[src/rtl/eu_icon_tx_port_pkg.sv]
// rtl/eu_icon_tx_port_pkg.sv - shared interconnect channel types for execution-unit endpoints
package exec_unit_dtypes;

  localparam int ICON_DATA_WIDTH = 16;
  localparam int ICON_TAG_WIDTH  = 4;
  // Wide enough for up to 16 units; each port zero-extends its UNIT_ID into it.
  localparam int ICON_SRC_WIDTH  = 4;

  typedef struct packed {
    logic                       valid;
    logic [ICON_SRC_WIDTH-1:0]  src;
    logic [ICON_TAG_WIDTH-1:0]  tag;
    logic [ICON_DATA_WIDTH-1:0] data;
  } type_icon_channel;

  typedef enum logic [1:0] {
    ICON_TX_IDLE = 2'd0,
    ICON_TX_REQ  = 2'd1,
    ICON_TX_SEND = 2'd2
  } type_icon_tx_state;

endpackage

[src/rtl/icon_tx_fifo.sv]
// rtl/icon_tx_fifo.sv - synchronous FIFO with count, shared by interconnect tx/rx endpoints
module icon_tx_fifo #(
  parameter int WIDTH = 20,
  parameter int DEPTH = 4
) (
  input  logic                       clk,
  input  logic                       reset_n,
  input  logic                       push_i,
  input  logic                       pop_i,
  input  logic [WIDTH-1:0]           wdata_i,
  output logic [WIDTH-1:0]           rdata_o,
  output logic                       full_o,
  output logic                       empty_o,
  output logic [$clog2(DEPTH):0]     count_o
);

  localparam int PW = $clog2(DEPTH);
  localparam int CW = PW + 1;

  logic [WIDTH-1:0] mem_q [DEPTH];
  logic [PW-1:0]    wr_ptr_q, wr_ptr_d;
  logic [PW-1:0]    rd_ptr_q, rd_ptr_d;
  logic [CW-1:0]    count_q, count_d;
  logic             do_push, do_pop;

  assign full_o  = (count_q == CW'(DEPTH));
  assign empty_o = (count_q == '0);
  assign count_o = count_q;
  assign rdata_o = mem_q[rd_ptr_q];
  assign do_push = push_i && !full_o;
  assign do_pop  = pop_i && !empty_o;

  // DEPTH is a power of two, so pointers wrap by natural overflow.
  always_comb begin
    wr_ptr_d = do_push ? wr_ptr_q + PW'(1) : wr_ptr_q;
    rd_ptr_d = do_pop  ? rd_ptr_q + PW'(1) : rd_ptr_q;
    count_d  = count_q + CW'(do_push) - CW'(do_pop);
  end

  always_ff @(posedge clk or negedge reset_n) begin
    if (!reset_n) begin
      wr_ptr_q <= '0;
      rd_ptr_q <= '0;
      count_q  <= '0;
    end else begin
      wr_ptr_q <= wr_ptr_d;
      rd_ptr_q <= rd_ptr_d;
      count_q  <= count_d;
    end
  end

  always_ff @(posedge clk) begin
    if (do_push) mem_q[wr_ptr_q] <= wdata_i;
  end

endmodule

[src/rtl/eu_icon_tx_port.sv]
// rtl/eu_icon_tx_port.sv - per-EU transmit endpoint: buffers results, bids with aging priority, drives granted channel
module eu_icon_tx_port
  import exec_unit_dtypes::*;
#(
  parameter int NUM_CHANNELS = 2,
  parameter int NUM_UNITS    = 2,
  parameter int UNIT_ID      = 0,
  parameter int FIFO_DEPTH   = 4,
  localparam int ARB_CH_WIDTH = $clog2(NUM_UNITS)
) (
  input  logic                                clk,
  input  logic                                reset_n,
  input  logic                                eu_valid,
  output logic                                eu_ready,
  input  logic [ICON_TAG_WIDTH-1:0]           eu_tag,
  input  logic [ICON_DATA_WIDTH-1:0]          eu_data,
  output logic                                req_valid,
  output logic [ARB_CH_WIDTH-1:0]             req_prio,
  input  logic [NUM_CHANNELS-1:0]             grant,
  output type_icon_channel [NUM_CHANNELS-1:0] ch_out,
  output logic                                err_spurious_grant
);

  localparam int CH_SEL_W = $clog2(NUM_CHANNELS);
  localparam int PAY_W    = ICON_TAG_WIDTH + ICON_DATA_WIDTH;
  localparam int CNT_W    = $clog2(FIFO_DEPTH) + 1;

  type_icon_tx_state     state_q, state_d;
  logic [ARB_CH_WIDTH-1:0] prio_q, prio_d;
  logic [CH_SEL_W-1:0]   ch_sel_q, ch_sel_d;
  logic                  err_q, err_d;
  logic [CH_SEL_W-1:0]   grant_idx;

  logic                  fifo_push, fifo_pop, fifo_full, fifo_empty;
  logic [PAY_W-1:0]      fifo_head;
  logic [CNT_W-1:0]      fifo_count;

  assign eu_ready  = !fifo_full;
  assign fifo_push = eu_valid && eu_ready;

  icon_tx_fifo #(
    .WIDTH (PAY_W),
    .DEPTH (FIFO_DEPTH)
  ) u_fifo (
    .clk     (clk),
    .reset_n (reset_n),
    .push_i  (fifo_push),
    .pop_i   (fifo_pop),
    .wdata_i ({eu_tag, eu_data}),
    .rdata_o (fifo_head),
    .full_o  (fifo_full),
    .empty_o (fifo_empty),
    .count_o (fifo_count)
  );

  // Lowest set grant bit wins when the arbiter hands out several channels.
  always_comb begin
    grant_idx = '0;
    for (int i = NUM_CHANNELS - 1; i >= 0; i--) begin
      if (grant[i]) grant_idx = CH_SEL_W'(i);
    end
  end

  always_comb begin
    state_d  = state_q;
    prio_d   = prio_q;
    ch_sel_d = ch_sel_q;
    err_d    = err_q;
    fifo_pop = 1'b0;
    unique case (state_q)
      ICON_TX_IDLE: begin
        if (grant != '0) err_d = 1'b1;
        if (!fifo_empty || fifo_push) state_d = ICON_TX_REQ;
      end
      ICON_TX_REQ: begin
        if (grant != '0) begin
          ch_sel_d = grant_idx;
          state_d  = ICON_TX_SEND;
        end else if (prio_q != '0) begin
          prio_d = prio_q - ARB_CH_WIDTH'(1);
        end
      end
      ICON_TX_SEND: begin
        if (grant != '0) err_d = 1'b1;
        fifo_pop = 1'b1;
        prio_d   = ARB_CH_WIDTH'(UNIT_ID);
        // A push landing in the same cycle as the pop keeps us bidding.
        if (fifo_count > CNT_W'(1) || fifo_push) state_d = ICON_TX_REQ;
        else                                     state_d = ICON_TX_IDLE;
      end
      default: state_d = ICON_TX_IDLE;
    endcase
  end

  always_ff @(posedge clk or negedge reset_n) begin
    if (!reset_n) begin
      state_q  <= ICON_TX_IDLE;
      prio_q   <= ARB_CH_WIDTH'(UNIT_ID);
      ch_sel_q <= '0;
      err_q    <= 1'b0;
    end else begin
      state_q  <= state_d;
      prio_q   <= prio_d;
      ch_sel_q <= ch_sel_d;
      err_q    <= err_d;
    end
  end

  assign req_valid          = (state_q == ICON_TX_REQ);
  assign req_prio           = prio_q;
  assign err_spurious_grant = err_q;

  // Undriven entries stay all-zero so the interconnect can OR-combine ports.
  always_comb begin
    ch_out = '0;
    if (state_q == ICON_TX_SEND) begin
      ch_out[ch_sel_q].valid = 1'b1;
      ch_out[ch_sel_q].src   = ICON_SRC_WIDTH'(UNIT_ID);
      ch_out[ch_sel_q].tag   = fifo_head[PAY_W-1:ICON_DATA_WIDTH];
      ch_out[ch_sel_q].data  = fifo_head[ICON_DATA_WIDTH-1:0];
    end
  end

endmodule

[config.mk]
export PLATFORM = sky130hd
export DESIGN_NAME = eu_icon_tx_port
export DESIGN_NICKNAME = d
export VERILOG_FILES = /design/src/rtl/eu_icon_tx_port_pkg.sv /design/src/rtl/icon_tx_fifo.sv /design/src/rtl/eu_icon_tx_port.sv
export SDC_FILE = /design/constraint.sdc
export NUM_CORES = 1
export LEC_CHECK = 0
export ABC_CLOCK_PERIOD_IN_PS = 5400
export BUFFER_PORTS_ARGS = -buffer_cell sky130_fd_sc_hd__buf_2
export CORE_ASPECT_RATIO = 0.7
export CORE_MARGIN = 3
export CORE_UTILIZATION = 35
export CTS_CLUSTER_DIAMETER = 50
export DETAILED_ROUTE_END_ITERATION = 8
export PLACE_DENSITY = 0.59
export SLEW_MARGIN = 40
export SYNTH_ARGS = -nofsm -noshare
export SYNTH_HDL_FRONTEND = slang
export SYNTH_SLANG_ARGS = --single-unit
[constraint.sdc]
create_clock -name clk -period 5.4 [get_ports clk]
set_input_delay 1.35 -clock clk [delete_from_list [all_inputs] [get_ports clk]]
set_output_delay 1.35 -clock clk [all_outputs]
set_load 0.01 [all_outputs]
* Word level (Yosys, flattened, before mapping)
Memories as Yosys holds them, arrays and structs flattened.
Index checks and enable logic that the tools add are counted.
** Word-level totals
- Bits in registers :: 12
- Bits in writable memories :: 80
- Input port bits :: 25
- Output and inout bits :: 54
- Word-level logic and storage cells :: 63
- Memories kept :: 1
** Cells by class
- $add $sub $neg :: 5
- Magnitude comparators :: 3
- Equality and inequality tests :: 6
- Multiplexer cells :: 24
- Reductions and logical operators :: 17
** Memories
- u_fifo.mem_q :: words 4, bits a word 20, rd ports 1, clocked after memory_dff 0, write ports 1, RTL line icon_tx_fifo.sv:20 : logic [WIDTH-1:0] mem_q [DEPTH];
** Operator list (count)
- bitwise mux 50 bit :: 3
- demux 25 bit (select 1 bit) :: 4
- two-way mux 50 bit :: 1
- two-way mux 25 bit :: 1
- two-way mux 24 bit :: 1
- two-way mux 20 bit :: 1
- two-way mux 16 bit :: 1
- two-way mux 1 bit :: 8
- AND reduction 2 bit :: 4
- one-hot mux 2 bit (3 select lines) :: 1
- adder 2 x 1 -> 2 bit, second input constant :: 2
- logical AND 1 bit :: 4
- two-way mux 2 bit :: 2
- != test 2 bit, second input constant :: 2
- nonzero test 2 bit :: 2
- adder 3 x 1 -> 3 bit :: 1
- == test 3 bit, second input constant :: 1
- greater-than comparator 3 x 1 -> 1 bit, second input constant :: 1
- zero test 3 bit :: 1
- subtractor 3 x 1 -> 3 bit :: 1
- == test 2 x 1 -> 1 bit, second input constant :: 1
- == test 2 bit, second input constant :: 1
- zero test 1 bit :: 2
- zero test 2 bit :: 1
- other kinds (7) :: 8

* Depth between registers and ports, before layout
Gate-level depths: netlist of run 1.
- Depth in word-level cells :: 8
- Gate-level depth with buffers :: 8
- Depth with buffers taken out :: 8

* Cells and area by module
Synthesis of run 1 repeated with hierarchy kept, for this count alone.
** Unflattened totals
- Cells, all modules :: 222
- Area total of the unflattened synthesis :: 3912.5 sq um
** By module, submodules not included
- icon_tx_fifo :: times used 1, cells each 146, area an instance 3364.5 sq um, sequential area each 2577.5 sq um
- eu_icon_tx_port :: times used 1, cells each 76, area an instance 548.0 sq um, sequential area each 100.1 sq um

* Worst setup path before layout of run 1
No wires, ideal clock.
- Kind :: register -> output
- Start point :: register u_fifo.rd_ptr_q[0]
- End point :: output ch_out[25] in the netlist's numbering
- Arrival :: 1315 ps
- Required time :: 4050 ps
- Path slack :: 2735 ps
- Stages on the path, launching flop included :: 4
- Path buffers :: 1
- Cell sequence :: dfrtp_1 -> buf_6 -> mux4_2 -> and3_1
** RTL lines
- from (decl) :: RTL line icon_tx_fifo.sv:22 : logic [PW-1:0] rd_ptr_q, rd_ptr_d;
- from (signal assigned) :: RTL line icon_tx_fifo.sv:47 : rd_ptr_q <= rd_ptr_d;
- to (decl) :: RTL line eu_icon_tx_port.sv:20 : output type_icon_channel [NUM_CHANNELS-1:0] ch_out,

==> run_results.csv, run 1 <==
group,metric,value,unit
final_layout,fin_util,43.3,%
detailed_routing,num_vias,2072,
final_layout,antennaDiodeCount,0,
placement,placement.io_buffers,69,
cts,clk_latency,330,ps
yosys,synth_area_per_cell,17.7,sq um
worst_setup_path,cp-start-kind,"flip-flop",
timing,worstMarginPinSlew,750,ps
placement,gp_congestion,0.760,
worst_setup_path,critPathTopFamily,"simple AND/OR/NAND/NOR gates",
yosys,ys_ff_latch,91,
detailed_routing,wl_per_cell,17.5,microns
detailed_routing,drtIter0Drc,170,
power_and_ir_drop,finalPower,2.27,mW
cts,cts_buffers,9,
floorplanning,die_w,131,microns
yosys,netlist_instances,218,
cts,cts_tree,"built",
cts,cts_buffer_depth,2,
timing,hold_viol_final,0,
timing,finClkSkew,3.10,ps
worst_setup_path,required,4050,ps
cts,holdBufCountCts,0,
floorplanning,initial_core_util,36.6,%
timing,min_period,3920,ps
min_path,hold_path.class,"reg -> reg",
grt,grt_overflow,0,
placement,dp_hpwl,5050,microns
grt,grt_usage,13.4,%
yosys,synthTopCellsByArea,"edfxtp_1 (62%), mux4_2 (11%), dfrtp_1 (7.1%)",
yosys,synth.distinct_cells,31,
yosys,ys.flop_type,"edfxtp_1",
timing,fmax,255,MHz
final_layout,drive_gt1_share,36.9,%
yosys,synth_warnings,0,
final_layout,mostFrequentLayoutCells,"edfxtp_1 (80), buf_2 (69), and3_1 (21)",
worst_setup_path,cp-end-kind,"output port",
detailed_routing,drt_wl_total,7720,microns
status,outcome,"complete, no violations",
worst_setup_path,worst_ep_arrival_time,2570,ps
floorplanning,pin_count,79,
power_and_ir_drop,irDropWorstVdd,0.180,mV
timing,finalSetupViolCount,0,
final_layout,final_cell_area,4570,sq um
final_layout,syn_to_final_growth,18.4,%
yosys,synthesis.area,3860,sq um
timing,timing.setup.tns,0,ps
placement,preCtsSetupSlack,1800,ps
cts,postCtsSetupRepairBufs,0,
final_layout,mostFrequentLayoutCell,"edfxtp_1",
placement,dp.cells,425,
final_layout,fin_cells,441,
cts,clock_sinks,91,
detailed_routing,drc_errors,0,
detailed_routing,drtAntennaViolNets,0,
yosys,synth-seq-area-share,69.4,%
worst_setup_path,crit_fanout,24,
yosys,synth_top_area_share,62.3,%
power_and_ir_drop,p_leak,1.86,nW
timing,fin_ws,1480,ps
timing,slew_headroom,50.0,%
timing,min_period_over_period,72.7,%
floorplanning,core_area,10600,sq um
cts,clk_pin_slew,60,ps
grt,grt_pass1_wl,12000,microns
worst_setup_path,crit_buf_inv,1,
placement,place_area,4310,sq um
grt,antenna_found_initial,0,
grt,grt_pass1_vias,2069,
timing,rsz0062_at_grt,"false",
yosys,ys_async_sr_fraction,12.1,%
worst_setup_path,criticalPathCategory,"reg -> out",
yosys,yosys.area.top_type,"edfxtp_1",
detailed_routing,post_drt_via_cell_ratio,4.70,
detailed_routing,drtPass1Iterations,4,
power_and_ir_drop,p_per_area,497,nW/um^2
floorplanning,die_y,93.8,microns
worst_setup_path,path_cells,"and2b_1, nor2b_2, and2_1, buf_2",
cts,htree_levels,3,
floorplanning,dieArea,12300,sq um
timing,drv_slew,0,
floorplanning,fp-row-count,31,
yosys,synth_edf_count,80,
cts,cts_resized,0,
job,maxCapViolations,0,
timing,holdWs,489,ps
final_layout,final_nets,321,
cts,cts_root_buffer,"clkbuf_16",
worst_setup_path,slowest_delay,740,ps
worst_setup_path,crit_slowest_cell,"nor2b_2",
grt,grt_max_degree,25,
## routing by layer
layer	track usage (%)	wire (microns)	vias to the layer above
met5	0	0	-
met4	3.15	58	0
met3	5.84	622	8
met2	19.9	3490	79
met1	18.1	3550	1031
li1	-	-	954
## state kept, by name, summed over array words and instances, names as in the netlist
register,cells
u_fifo.wr_ptr_q,2
err_spurious_grant,1
ch_sel_q,1
u_fifo.rd_ptr_q,2
u_fifo.mem_q,80
state_q,2
u_fifo.count_o,3
## path summary, 6_finish.rpt
check / from / end / slack [ps] / depth (start not counted)
worst min register to register: err_spurious_grant$_DFFE_PN0P_ / err_spurious_grant$_DFFE_PN0P_ / 490 / 1
worst max register to register: state_q[0]$_DFFE_PN0P_ / u_fifo.count_o[2]$_DFF_PN0_ / 2750 / 8
worst min-delay path: err_spurious_grant$_DFFE_PN0P_ / err_spurious_grant$_DFFE_PN0P_ / 490 / 1
min in group asynchronous: reset_n / ch_sel_q$_DFFE_PN0P_ / 870 / 1
max in group asynchronous: reset_n / u_fifo.rd_ptr_q[0]$_DFFE_PN0P_ / 4300 / 1
worst max-delay path: state_q[0]$_DFFE_PN0P_ / ch_out[14] / 1480 / 4
## worst reg2reg max path: stages (launching register included)
cell      delay (ps)
dfrtp_1          400
and2b_1          690
a21boi_0         380
ha_1             290
inv_1             60
ha_1             130
inv_1             50
fa_1             370
xor2_1           170
## final cells by class
| cell class | instances | area (sq um) |
|---|---|---|
| multi-input combinational | 107 | 1060 |
| sequential | 91 | 2680 |
| clock buffer | 12 | 236 |
| timing repair buffer | 70 | 353 |
| fill | 966 | 5980 |
| clock inverter | 4 | 17.5 |
| tap | 148 | 185 |
| inverter | 9 | 33.8 |
## kinds of logic after synthesis
kind of cell | Yosys count | synth area share [%]
compound gates | 9 | 1.72
xor+xnor | 4 | 0.908
fa+ha+maj | 8 | 2.79
buf+inv | 28 | 4.09
flops | 91 | 69.4
mux | 21 | 12.2
other cells | 1 | 0.0972
simple gates | 56 | 8.82
## synth_stat cells (2+ instances only)
master,count
and3_1,21
mux4_2,18
edfxtp_1,80
clkbuf_1,5
dfrtp_1,11
xnor2_1,2
nor2b_1,4
inv_1,9
buf_4,9
nor2_1,2
and2_1,24
buf_2,3
nand2_1,2
a21oi_1,2
mux4_1,2
ha_1,7
xor2_1,2
buf_6,2
## report_power, final
group	switching [mW]	internal, mW
Clock	0.235	0.307
Sequential	0.144	0.943
Combinational	0.331	0.309
(Power assumes the default switching activity.)
==> inputs of run 2 (changes only) <==
--- a/config.mk
+++ b/config.mk
@@ -5,14 +5,14 @@
 export SDC_FILE = /design/constraint.sdc
 export NUM_CORES = 1
 export LEC_CHECK = 0
-export ABC_CLOCK_PERIOD_IN_PS = 5400
+export ABC_CLOCK_PERIOD_IN_PS = 3600
 export BUFFER_PORTS_ARGS = -buffer_cell sky130_fd_sc_hd__buf_2
 export CORE_ASPECT_RATIO = 0.7
 export CORE_MARGIN = 3
 export CORE_UTILIZATION = 35
 export CTS_CLUSTER_DIAMETER = 50
 export DETAILED_ROUTE_END_ITERATION = 8
-export PLACE_DENSITY = 0.59
+export PLACE_DENSITY = 0.61
 export SLEW_MARGIN = 40
 export SYNTH_ARGS = -nofsm -noshare
 export SYNTH_HDL_FRONTEND = slang
==> constraint.sdc (replaced) <==
create_clock -name clk -period 3.6 [get_ports clk]
set_input_delay 0.9 -clock clk [delete_from_list [all_inputs] [get_ports clk]]
set_output_delay 0.9 -clock clk [all_outputs]
set_load 0.01 [all_outputs]
==> run 2 against run 1 <==
Against the previous run:
- via count grew 0.63%
- critical path depth grew 2
- count of clock-buffer cells in the layout shrank 3
- final cell count is 2.0% higher
==> run_results.csv, run 2 (synthesis results as in run 1) <==
group,metric,value,unit
status,outcome,"complete, no violations",
final_layout,fin_util,44.2,%
floorplanning,initial_core_util,36.6,%
cts,cts_root_buffer,"clkbuf_16",
detailed_routing,drc_errors,0,
min_path,hold_path.class,"in -> async",
final_layout,mostFrequentLayoutCell,"edfxtp_1",
timing,min_period_over_period,77.6,%
timing,holdWs,424,ps
cts,htree_levels,3,
power_and_ir_drop,irDropWorstVdd,0.329,mV
timing,hold_viol_final,0,
floorplanning,die_w,131,microns
timing,timing.setup.tns,0,ps
cts,clk_latency,340,ps
floorplanning,fp-row-count,31,
placement,preCtsSetupSlack,1160,ps
detailed_routing,drt_wl_total,7500,microns
worst_setup_path,criticalPathCategory,"reg -> out",
detailed_routing,num_vias,2085,
worst_setup_path,cp-start-kind,"flip-flop",
power_and_ir_drop,p_leak,1.91,nW
timing,finalSetupViolCount,0,
final_layout,fin_cells,450,
detailed_routing,drtAntennaViolNets,0,
floorplanning,dieArea,12300,sq um
final_layout,final_cell_area,4660,sq um
cts,cts_buffers,9,
worst_setup_path,crit_fanout,24,
timing,finClkSkew,8.61,ps
worst_setup_path,required,2700,ps
detailed_routing,drtPass1Iterations,4,
worst_setup_path,cp_common_cell,"buf_4",
final_layout,regMostFlops,"u_fifo.mem_q",
power_and_ir_drop,finalPower,3.54,mW
cts,postCtsSetupRepairBufs,0,
floorplanning,core_area,10600,sq um
grt,grt_usage,13.0,%
grt,grt_pass1_wl,12100,microns
worst_setup_path,slowest_delay,400,ps
final_layout,drive_gt1_share,37.4,%
power_and_ir_drop,p_per_area,759,nW/um^2
placement,gp_congestion,0.691,
cts,cts_resized,0,
placement,placement.io_buffers,69,
timing,fmax,358,MHz
final_layout,antennaDiodeCount,0,
final_layout,mostFrequentLayoutCells,"edfxtp_1 (80), buf_2 (69), and2_1 (24)",
cts,cts_buffer_depth,2,
worst_setup_path,cp-end-kind,"output port",
floorplanning,die_y,93.8,microns
grt,antenna_found_initial,0,
timing,rsz0062_at_grt,"false",
worst_setup_path,path_cells,"and2b_1, buf_4, nor2b_1, buf_4, and2_1, buf_2",
placement,dp.cells,434,
floorplanning,pin_count,79,
detailed_routing,post_drt_via_cell_ratio,4.63,
job,maxCapViolations,0,
detailed_routing,drtIter0Drc,124,
cts,holdBufCountCts,0,
grt,grt_pass1_vias,2169,
placement,dp_hpwl,5120,microns
final_layout,syn_to_final_growth,20.9,%
cts,clk_pin_slew,60,ps
worst_setup_path,worst_ep_arrival_time,1890,ps
cts,clock_sinks,91,
timing,drv_slew,0,
final_layout,largest_register_ffs,80,
detailed_routing,wl_per_cell,16.7,microns
timing,fin_ws,806,ps
final_layout,final_nets,330,
grt,grt_overflow,0,
timing,min_period,2790,ps
cts,cts_tree,"built",
placement,place_area,4370,sq um
worst_setup_path,crit_slowest_cell,"dfrtp_1",
grt,grt_max_degree,25,
-- run 2: path summary, 6_finish.rpt --
path | start | cells past startpoint | end | slack, ps
hold reg to reg | err_spurious_grant$_DFFE_PN0P_ | 1 | err_spurious_grant$_DFFE_PN0P_ | 490
max in group asynchronous | reset_n | 1 | u_fifo.count_o[0]$_DFF_PN0_ | 2960
min in group clk | err_spurious_grant$_DFFE_PN0P_ | 1 | err_spurious_grant$_DFFE_PN0P_ | 490
hold / removal | reset_n | 1 | state_q[1]$_DFFE_PN0P_ | 420
setup reg to reg | state_q[0]$_DFFE_PN0P_ | 9 | u_fifo.count_o[2]$_DFF_PN0_ | 1150
setup / recovery | state_q[0]$_DFFE_PN0P_ | 6 | ch_out[9] | 810
-- run 2: report_power, final --
part           internal [mW]  switching (mW)
registers               1.41          0.0948
logic                  0.504           0.631
clock network          0.533           0.367
total                   2.45            1.09
-- run 2: final cells by class --
cell class,count,area [sq um]
fillers,956,5890
flip-flops and latches,91,2680
multi-input cells,107,1050
repair buffers,79,420
clock buffers,9,225
well taps,148,185
clock inverters,7,68.8
inverters,9,33.8
-- run 2: layer usage --
metal	global-route usage (%)	wire, microns	vias up	share of wire, %
met2	18.7	3300	67	44
met1	18.3	3610	1039	48
met3	5.14	513	8	6.8
met4	3.67	76	0	1.0
met5	0	0	-	0
li1	-	-	971	-
-- run 2: worst max-delay path, delay by kind of cell, from the launching register on --
family | cells | cell delay, ps
buffers and inverters | 3 | 620
and+or+nand+nor | 3 | 510
DFF | 1 | 400
==> inputs of run 3 (changes only) <==
--- a/config.mk
+++ b/config.mk
@@ -5,7 +5,8 @@
 export SDC_FILE = /design/constraint.sdc
 export NUM_CORES = 1
 export LEC_CHECK = 0
-export ABC_CLOCK_PERIOD_IN_PS = 3600
+export ABC_AREA = 1
+export ABC_CLOCK_PERIOD_IN_PS = 2570
 export BUFFER_PORTS_ARGS = -buffer_cell sky130_fd_sc_hd__buf_2
 export CORE_ASPECT_RATIO = 0.7
 export CORE_MARGIN = 3
==> constraint.sdc (replaced) <==
create_clock -name clk -period 2.57 [get_ports clk]
set_input_delay 0.6425 -clock clk [delete_from_list [all_inputs] [get_ports clk]]
set_output_delay 0.6425 -clock clk [all_outputs]
set_load 0.01 [all_outputs]
==> run 3 against run 2 <==
Against the previous run:
- die area rose by 3.1%
- via count rose by 29%
- synthesized area rose by 3.3%
- design area rose by 0.78%
- utilization fell by 0.30 points
- total power rose by 44%
- clock power rose by 30%
- sequential share of layout area fell by 0.44 points
==> run_results.csv, run 3 <==
group,metric,value,unit
yosys,synth_top_area_share,60.3,%
detailed_routing,drt_wl_total,8730,microns
worst_setup_path,crit_fanout,13,
floorplanning,pin_count,79,
yosys,synth_common_cells,"nand2_1 (111), edfxtp_1 (80), nor2_1 (49)",
floorplanning,die_y,95.3,microns
power_and_ir_drop,clockPowerShare,23.1,%
yosys,synthTopCellsByArea,"edfxtp_1 (60%), nand2_1 (10%), dfrtp_1 (6.9%)",
detailed_routing,num_vias,2694,
detailed_routing,wl_per_cell,14.8,microns
final_layout,mostFrequentLayoutCell,"nand2_1",
worst_setup_path,required,1930,ps
grt,grt_overflow,0,
final_layout,final_nets,468,
timing,slew_headroom,66.5,%
yosys,yosys.area.top_type,"edfxtp_1",
cts,cts_tree,"built",
timing,min_period_over_period,89.6,%
floorplanning,dieArea,12700,sq um
power_and_ir_drop,p_int,3.19,mW
placement,dp_hpwl,5810,microns
power_and_ir_drop,seq_power_share,40.8,%
floorplanning,fp-row-count,31,
grt,grt-busiest-layer,"met2",
grt,grt_pass1_vias,2566,
detailed_routing,post_drt_via_cell_ratio,4.58,
min_path,hold_path.class,"in -> async",
floorplanning,die_w,134,microns
cts,holdBufCountCts,0,
timing,hold_viol_final,0,
grt,grt.met2_usage,22.9,%
grt,grt_usage,14.5,%
worst_setup_path,cp-end-kind,"output port",
power_and_ir_drop,p_leak,2.06,nW
job,maxCapViolations,0,
yosys,synthesis.area,3990,sq um
yosys,synth-seq-area-share,67.2,%
worst_setup_path,criticalPathCategory,"reg -> out",
yosys,synth_most_common_cell,"nand2_1",
final_layout,antennaDiodeCount,0,
timing,worstMarginPinSlew,502,ps
cts,clk_latency,330,ps
timing,timing.setup.tns,0,ps
worst_setup_path,cp-start-kind,"flip-flop",
yosys,synth_warnings,0,
grt,use_met3,5.12,%
power_and_ir_drop,irDropWorstVdd,0.461,mV
final_layout,syn_to_final_growth,17.9,%
cts,cts_buffers,9,
timing,finalSetupViolCount,0,
worst_setup_path,worst_ep_arrival_time,1660,ps
yosys,ys_ff_latch,91,
final_layout,regMostFlops,"u_fifo.mem_q",
final_layout,mostFrequentLayoutCells,"nand2_1 (111), edfxtp_1 (80), buf_2 (69)",
power_and_ir_drop,p_per_area,1080,nW/um^2
grt,grt_max_degree,43,
timing,fmax,434,MHz
detailed_routing,drtPass1Iterations,4,
yosys,synth_area_per_cell,10.9,sq um
placement,placement.io_buffers,69,
power_and_ir_drop,p_sw_share,37.3,%
timing,min_period,2300,ps
status,outcome,"complete, no violations",
yosys,netlist_instances,364,
yosys,ys.flop_type,"edfxtp_1",
cts,clock_sinks,91,
cts,cts_resized,0,
power_and_ir_drop,switchingPower,1.90,mW
cts,htree_levels,3,
timing,rsz0062_at_grt,"false",
grt,gr-usage-met1,19.3,%
floorplanning,core_area,10700,sq um
grt,grt_pass1_wl,13900,microns
cts,postCtsSetupRepairBufs,0,
final_layout,drive_gt1_share,23.6,%
cts,cts_root_buffer,"clkbuf_16",
detailed_routing,drc_errors,0,
detailed_routing,drtIter0Drc,174,
power_and_ir_drop,pwr-share-comb,36.2,%
grt,antenna_found_initial,0,
floorplanning,initial_core_util,37.2,%
final_layout,final_cell_area,4700,sq um
timing,drv_slew,0,
final_layout,largest_register_ffs,80,
yosys,synth_edf_count,80,
detailed_routing,drtAntennaViolNets,0,
placement,gp_congestion,0.767,
cts,cts_buffer_depth,2,
timing,finClkSkew,3.85,ps
yosys,synth.distinct_cells,23,
placement,place_area,4440,sq um
yosys,ys_async_sr_fraction,12.1,%
cts,clk_pin_slew,60,ps
run 3: cell types whose count changed after synthesis, moves of 3 or more:
cell | previous run | this run
nor2_1 | 2 | 49
and3_1 | 21 | 0
buf_6 | 2 | 8
and2_1 | 24 | 0
clkbuf_1 | 5 | 0
nand3_1 | 0 | 44
buf_4 | 9 | 14
nor2_2 | 0 | 3
inv_1 | 9 | 17
nor2b_1 | 4 | 0
inv_2 | 0 | 5
nand2_1 | 2 | 111
mux4_2 | 18 | 0
run 3: stage by stage:
stage / instances / hold WS [ps] / util (%) / power (mW) / worst slack, ps
2_1_floorplan: 372 / 347 / - / 3.45 / 565
3_3_place_gp: 572 / 456 / 41.4 / 3.94 / 601
3_5_place_dp: 572 / 457 / 41.4 / 3.99 / 554
4_1_cts: 588 / 165 / 43.9 / 5.18 / 214
5_1_grt: 588 / 169 / 43.9 / 5.50 / 114
6_report: 588 / 174 / 43.9 / 5.09 / 268
run 3: final cells by class:
cell class	instances	area, sq um
inverter	23	91.3
sequential	91	2680
multi-input combinational	232	1040
clock buffer	12	236
timing repair buffer	78	438
tap	148	185
clock inverter	4	27.5
fill	1043	6010
run 3: metal layers:
layer | wire length, microns | share of wire, % | vias to the layer above
met5 | 0 | 0 | -
met4 | 82 | 0.94 | 0
met3 | 659 | 7.6 | 8
met2 | 3930 | 45 | 87
met1 | 4050 | 46 | 1272
li1 | - | - | 1327
run 3: worst paths after layout:
path / slack [ps] / endpoint / from / cells after the start
max in group asynchronous: 2180 / u_fifo.rd_ptr_q[1]$_DFFE_PN0P_ / reset_n / 1
worst min-delay path: 170 / state_q[0]$_DFFE_PN0P_ / reset_n / 1
min in group clk: 470 / err_spurious_grant$_DFFE_PN0P_ / err_spurious_grant$_DFFE_PN0P_ / 1
worst min register to register: 470 / err_spurious_grant$_DFFE_PN0P_ / err_spurious_grant$_DFFE_PN0P_ / 1
worst max register to register: 550 / u_fifo.count_o[2]$_DFF_PN0_ / u_fifo.count_o[1]$_DFF_PN0_ / 10
worst max-delay path: 270 / ch_out[44] / u_fifo.rd_ptr_q[1]$_DFFE_PN0P_ / 6
run 3: power groups by stage:
stage | combinational (mW) | clock [mW] | sequential (mW)
final | 1.84 | 1.17 | 2.08
after global routing | 2.12 | 1.28 | 2.11
after CTS | 1.89 | 1.21 | 2.08
after detailed placement | 1.88 | 0 | 2.11
after global placement | 1.84 | 0 | 2.10
after floorplan | 1.37 | 0 | 2.09
run 3: cells by family (layout without fill, tap and decap cells):
| group | Yosys count | in the layout | share of synthesized area, % |
|---|---|---|---|
| AND/OR/NAND/NOR | 208 | 208 | 21.2 |
| flip-flops | 91 | 91 | 67.2 |
| buffers and inverters | 49 | 117 | 7.63 |
| adder cells (fa/ha/maj) | 8 | 8 | 2.70 |
| AO/OA/AOI/OAI | 5 | 5 | 0.722 |
| XOR/XNOR | 2 | 2 | 0.440 |
| other | 1 | 9 | 0.0941 |
run 3: critical path, cell delays in order, from the launching register on:
cell	delay (ps)
dfrtp_1	370
inv_1	260
buf_4	280
nand3_1	100
nand2_1	110
nor2_1	50
buf_2	150
